## config.mk

```make
export PLATFORM = sky130hd
export DESIGN_NAME = rca_61bit_settle_ctrl
export DESIGN_NICKNAME = d
export VERILOG_FILES = /design/src/rtl/rca_61bit_settle_ctrl.sv
export SDC_FILE = /design/constraint.sdc
export NUM_CORES = 1
export LEC_CHECK = 0
export ABC_AREA = 1
export ABC_CLOCK_PERIOD_IN_PS = 18600
export CORE_AREA = 2 2 154 156
export CTS_CLUSTER_DIAMETER = 60
export DETAILED_ROUTE_END_ITERATION = 16
export DIE_AREA = 0 0 156 158
export DONT_BUFFER_PORTS = 1
export HOLD_SLACK_MARGIN = 0.03
export SETUP_SLACK_MARGIN = 0.1
export SYNTH_ARGS = -nofsm -noshare
export SYNTH_HDL_FRONTEND = slang
export SYNTH_SLANG_ARGS = --single-unit
```

## constraint.sdc

```tcl
create_clock -name i_clk -period 18.6 [get_ports i_clk]
set_input_delay 0.93 -clock i_clk [delete_from_list [all_inputs] [get_ports i_clk]]
set_output_delay 0.93 -clock i_clk [all_outputs]
set_load 0.01 [all_outputs]
```

## src/rtl/rca_61bit_settle_ctrl.sv

```systemverilog
// rtl/rca_61bit_settle_ctrl.sv - valid/ready sequencer that launches operands onto a
// combinational ripple-carry adder, waits for the carry chain to settle, then captures the sum.
module rca_61bit_settle_ctrl #(
  parameter int WIDTH         = 61,
  parameter int SETTLE_CYCLES = 4,
  parameter int CNT_W         = 16
) (
  input  logic             i_clk,
  input  logic             i_rst,
  input  logic             i_in_valid,
  output logic             o_in_ready,
  input  logic [WIDTH-1:0] i_a,
  input  logic [WIDTH-1:0] i_b,
  output logic [WIDTH-1:0] o_add_term1,
  output logic [WIDTH-1:0] o_add_term2,
  input  logic [WIDTH:0]   i_adder_result,
  output logic             o_out_valid,
  input  logic             i_out_ready,
  output logic [WIDTH:0]   o_sum,
  output logic             o_busy,
  input  logic             i_clr_ovf,
  output logic [CNT_W-1:0] o_ovf_count
);

  localparam int SC_W = (SETTLE_CYCLES > 1) ? $clog2(SETTLE_CYCLES) : 1;
  localparam logic [SC_W-1:0] SETTLE_LOAD = SC_W'(SETTLE_CYCLES - 1);

  typedef enum logic [1:0] {
    IDLE,
    SETTLE,
    DONE
  } state_t;

  state_t          state;
  logic [SC_W-1:0] settle_cnt;
  logic            capture;

  assign capture    = (state == SETTLE) && (settle_cnt == '0);
  // Ready is gated by reset so no operand can be offered while the block is held.
  assign o_in_ready = (state == IDLE) && !i_rst;
  assign o_busy     = (state != IDLE);

  always_ff @(posedge i_clk or posedge i_rst) begin
    if (i_rst) begin
      state       <= IDLE;
      settle_cnt  <= '0;
      o_add_term1 <= '0;
      o_add_term2 <= '0;
      o_sum       <= '0;
      o_out_valid <= 1'b0;
    end else begin
      case (state)
        IDLE: begin
          if (i_in_valid && o_in_ready) begin
            o_add_term1 <= i_a;
            o_add_term2 <= i_b;
            settle_cnt  <= SETTLE_LOAD;
            state       <= SETTLE;
          end
        end
        SETTLE: begin
          if (settle_cnt == '0) begin
            o_sum       <= i_adder_result;
            o_out_valid <= 1'b1;
            state       <= DONE;
          end else begin
            settle_cnt <= settle_cnt - 1'b1;
          end
        end
        DONE: begin
          if (o_out_valid && i_out_ready) begin
            o_out_valid <= 1'b0;
            state       <= IDLE;
          end
        end
        default: state <= IDLE;
      endcase
    end
  end

  // Saturating carry-out counter; a clear beats an increment in the same cycle.
  always_ff @(posedge i_clk or posedge i_rst) begin
    if (i_rst) begin
      o_ovf_count <= '0;
    end else if (i_clr_ovf) begin
      o_ovf_count <= '0;
    end else if (capture && i_adder_result[WIDTH] && (o_ovf_count != '1)) begin
      o_ovf_count <= o_ovf_count + 1'b1;
    end
  end

endmodule
```

Yosys cells after proc, flatten, opt, wreduce, memory -nomap -nowiden
Index checks and enable logic that the tools add are counted.

cells by class
  equality and inequality tests = 7
  multiplexer cells = 12
  reduce and logical (&&, ||, !) cells = 18
  add/subtract/negate cells = 2

operator list
  kind                   number
  $mux 16                2
  $add 16x1->16 const B  1
  $ne 16x16->1 const B   1
  $mux 2                 5
  $reduce_and 3->1       3
  $reduce_bool 2->1      4
  $logic_and 1x1->1      6
  $pmux 2 s3             1
  $logic_not 2->1        2
  $ne 2x1->1 const B     2
  $ne 2x2->1 const B     2
  $pmux 2 s2             1
  $reduce_and 2->1       2
  $eq 2x1->1 const B     1
  $eq 2x2->1 const B     1
  $mux 1                 2
  $pmux 1 s2             1
  $sub 2x1->2 const B    1
  $logic_not 1->1        1

storage, ports and cells
  input bits = 189
  output and inout port bits = 203
  flip-flop bits (word level) = 205

Depth between registers and ports, before layout
  depth after elaboration = 6
  gate-level depth with buffers = 10

Worst setup path after synthesis
No wires, ideal clock.

  path kind = input port to output port
  from = in i_rst
  to = out o_in_ready
  stages = 1
  slack = 16629 ps
  data arrival time = 1041 ps
  cell sequence = nor2_4

on the way
  longest elaborated chain between the ends = 2

RTL lines
  item                              line  text
  start: declaration                9     input logic i_rst,
  $logic_not 1->1 (no source line)  --
  $logic_and 1x1->1                 40    assign o_in_ready = (state == IDLE) && !i_rst;
  end: declaration                  11    output logic o_in_ready,

No other way between the ends.

Worst setup path in the final report
  from = reg state[0]
  to = reg o_add_term2[55]

on the way
  longest elaborated chain between the ends = 4

RTL lines
  item                               line  text
  start: declaration                 34    state_t state;
  start signal: assignment           45    state <= IDLE;
  start signal: assignment           58    state <= SETTLE;
  start signal: assignment           65    state <= DONE;
  $logic_not 2->1                    40
  $logic_and 1x1->1                  40
  named net o_in_ready               11
  $logic_and 1x1->1                  54    if (i_in_valid && o_in_ready) begin
  $reduce_and 2->1 (no source line)  --
  end signal: assignment             56    o_add_term2 <= i_b;
  end: declaration                   15    output logic [WIDTH-1:0] o_add_term2,

The timed path passes the listed nets, and every way through them passes these cells.
A chain may end at the register's enable or synchronous reset.

==> flow_summary.json <==
{
  "status": "completed",
  "place_hpwl_mm": 12.6,
  "fp.dieW_um": 156,
  "rows": 56,
  "crit_family": "buffers and inverters",
  "p_sw_mw": 0.558,
  "crit_required_ps": 18980,
  "cts.sinks": 205,
  "synth_area_um2": 8160,
  "avgSynthCellArea_um2": 11.6,
  "route.detailed.drc": 0,
  "drt_iter0_markers": 265,
  "tightestPinTransition_ps": 940,
  "synth_seq_cells": 205,
  "fin_cells": 1013,
  "worstPathArrival_ps": 3190,
  "ir_worst_vdd_mv": 0.0977,
  "swShare": 0.329,
  "rsz0062_at_grt": "no",
  "period_minus_slack_ps": 2800,
  "fin_area_um2": 9310,
  "hold_buffers": 0,
  "netlist_top_cells_area": "dfrtp_1 63%, mux2_2 16%, nand2_1 12%",
  "nNetsFinal": 900,
  "gp_congestion": 0.739,
  "crit_chain": "inv_1, ha_1, inv_2, nor2_4, nand2_4, buf_4, mux2_2",
  "cts_buffers": 24,
  "finalSetupViolCount": 0,
  "worstPathMaxFanout": 74,
  "worstRegToRegCells": 7,
  "leakage_nw": 4.39,
  "tritoncts": "built",
  "vias": 4999,
  "initial_core_util": 0.354,
  "crit_type": "flop to flop",
  "maxCapViolations": 0,
  "syn2layout_area_growth_pct": 14.1,
  "rr_startpoint": "state[0]$_DFFE_PP0P_",
  "first_pass_iters": 4,
  "syn-num-nets": 898,
  "htreeDepth": 1,
  "cp-start-kind": "flop",
  "cts_root_buf": "clkbuf_16",
  "slew_headroom": 0.373,
  "io_buffers": 0,
  "antenna_cells": 0,
  "hold_slack_ps": 439,
  "r2r_slack_ps": 15800,
  "setup_tns_ps": 0,
  "yosys.area.top_type_share": 0.629,
  "r2r_end": "o_add_term2[55]$_DFFE_PP0P_",
  "synth_cell_types": 25,
  "core_um2": 23100,
  "clk_latency_ps": 500,
  "viasPerCell": 4.93,
  "grt_overflow": 0,
  "maxSlewViolCount": 0,
  "ctsLongestPathBuffers": 3,
  "die_h_um": 158,
  "power_density_nw_per_um2": 182,
  "nFillCells": 2182,
  "post_cts_buffers": 0,
  "drive_gt1_frac": 0.237,
  "dpl.cell_count": 969,
  "period_share": 0.151,
  "slowest_stage": "buf_4",
  "cp.depth": 7,
  "cts.clk_slew.worst_paths_ps": 60,
  "grt_pass1_vias": 4909,
  "seqPwrFrac": 0.536,
  "finClkSkew_ps": 14.7,
  "wl_per_cell_um": 18.1,
  "grt_usage": 0.135,
  "slowest_delay_ps": 790,
  "hold_viol": 0,
  "routed_wl_mm": 18.4,
  "cts-resized-gates": 0,
  "timing.critical_path.buf_inv": 3,
  "combPwrFrac": 0.159,
  "antenna_found_initial": 0,
  "fmax_ghz": 0.357,
  "pwr-share-clk": 0.305,
  "ys_warn_count": 0,
  "p_int_mw": 1.14,
  "ant_nets": 0,
  "end_kind": "flop",
  "yosysTopAreaCell": "dfrtp_1",
  "ios": 392,
  "synth-seq-area-share": 0.629,
  "dpl_cell_area_um2": 8420,
  "grt_start_max_net_pins": 135,
  "syn_inst": 703,
  "grt_pass1_wl_mm": 26.5,
  "dieArea_um2": 24600,
  "min_path_type": "input pin to asynchronous set/reset pin"
}
worst register-to-register path: stages (launching register included):
cell and delay, ps:
dfrtp_1 360, inv_1 90, ha_1 240, inv_2 160
nor2_4 70, nand2_4 470, buf_4 810, mux2_2 490
registers in the layout, summed over array words and instances (netlist names):
name,cells
o_ovf_count,16
o_sum,62
o_add_term2,61
o_add_term1,61
o_out_valid,1
state,2
settle_cnt,2
cell type report:
type / instances / area [µm²] / share of cell area
tap: 290 / 363 / 0.0390
timing repair buffer: 4 / 30.0 / 0.00323
clock buffer: 32 / 692 / 0.0743
inverter: 21 / 86.3 / 0.00927
clock inverter: 12 / 201 / 0.0216
multi-input combinational: 449 / 2810 / 0.301
sequential: 205 / 5130 / 0.551
metal layers:
| metal | global-route usage | part of all wire | vias up |
|---|---|---|---|
| li1 | - | - | 2300 |
| met5 | 0 | 0 | - |
| met3 | 0.0482 | 0.099 | 40 |
| met4 | 0.0577 | 0.033 | 0 |
| met1 | 0.152 | 0.37 | 2388 |
| met2 | 0.231 | 0.49 | 271 |
cells by family (layout without fill, tap and decap cells):
family	after synthesis	count (layout)	synth area share
AOI/OAI and AO/OA	18	18	0.0126
buffers and inverters	49	69	0.0281
xor gates and xnor gates	4	4	0.00429
adders and majority gates	6	6	0.00920
muxes	122	122	0.168
and+or+nand+nor	299	299	0.149
DFF	205	205	0.629
cell usage in the layout, fill, tap and decap left out, drive strengths merged:
| master | n |
|---|---|
| a21oi | 5 |
| buf | 4 |
| bufinv | 5 |
| clkbuf | 32 |
| clkinv | 4 |
| clkinvlp | 1 |
| dfrtp | 205 |
| ha | 6 |
| inv | 23 |
| mux2 | 122 |
| nand2 | 253 |
| nand3 | 10 |
| nand4 | 11 |
| nor2 | 23 |
| nor3 | 1 |
| o211ai | 1 |
| o21ai | 8 |
| o21bai | 4 |
| or2 | 1 |
| xor2 | 4 |
power by group through the flow:
stage	registers, mW	clock network [mW]	logic, mW
final	0.910	0.518	0.269
after global routing	0.935	0.550	0.307
after CTS	0.914	0.535	0.273
after detailed placement	0.917	0	0.275
after global placement	0.920	0	0.260
after floorplan	0.857	0	0.242
how the worst max path moves through the flow:
stage,from,to,slack [ps]
4_1_cts,state[0]$_DFFE_PP0P_,settle_cnt[1]$_DFFE_PP0P_,15750
6_report,state[0]$_DFFE_PP0P_,o_add_term2[55]$_DFFE_PP0P_,15800
2_1_floorplan,i_rst,o_add_term1[0]$_DFFE_PP0P_,12070
5_1_grt,state[1]$_DFFE_PP0P_,settle_cnt[1]$_DFFE_PP0P_,15470
3_3_place_gp,i_rst,state[0]$_DFFE_PP0P_,15720
3_5_place_dp,i_rst,state[0]$_DFFE_PP0P_,15690
synth_stat cells, drive strengths merged:
cell / instances
nor2: 23
nand4: 11
xor2: 4
clkbuf: 13
or2: 1
inv: 21
buf: 15
nand3: 10
a21oi: 5
o211ai: 1
ha: 6
o21bai: 4
mux2: 122
nand2: 253
nor3: 1
dfrtp: 205
o21ai: 8
through the flow:
stage,setup slack (ps),power [mW],util
after floorplan,12070,1.10,-
after global placement,15720,1.18,0.365
after detailed placement,15690,1.19,0.365
after CTS,15750,1.72,0.404
after global routing,15470,1.79,0.404
final,15800,1.70,0.404
No activity file was read; power rests on OpenSTA's default activity.
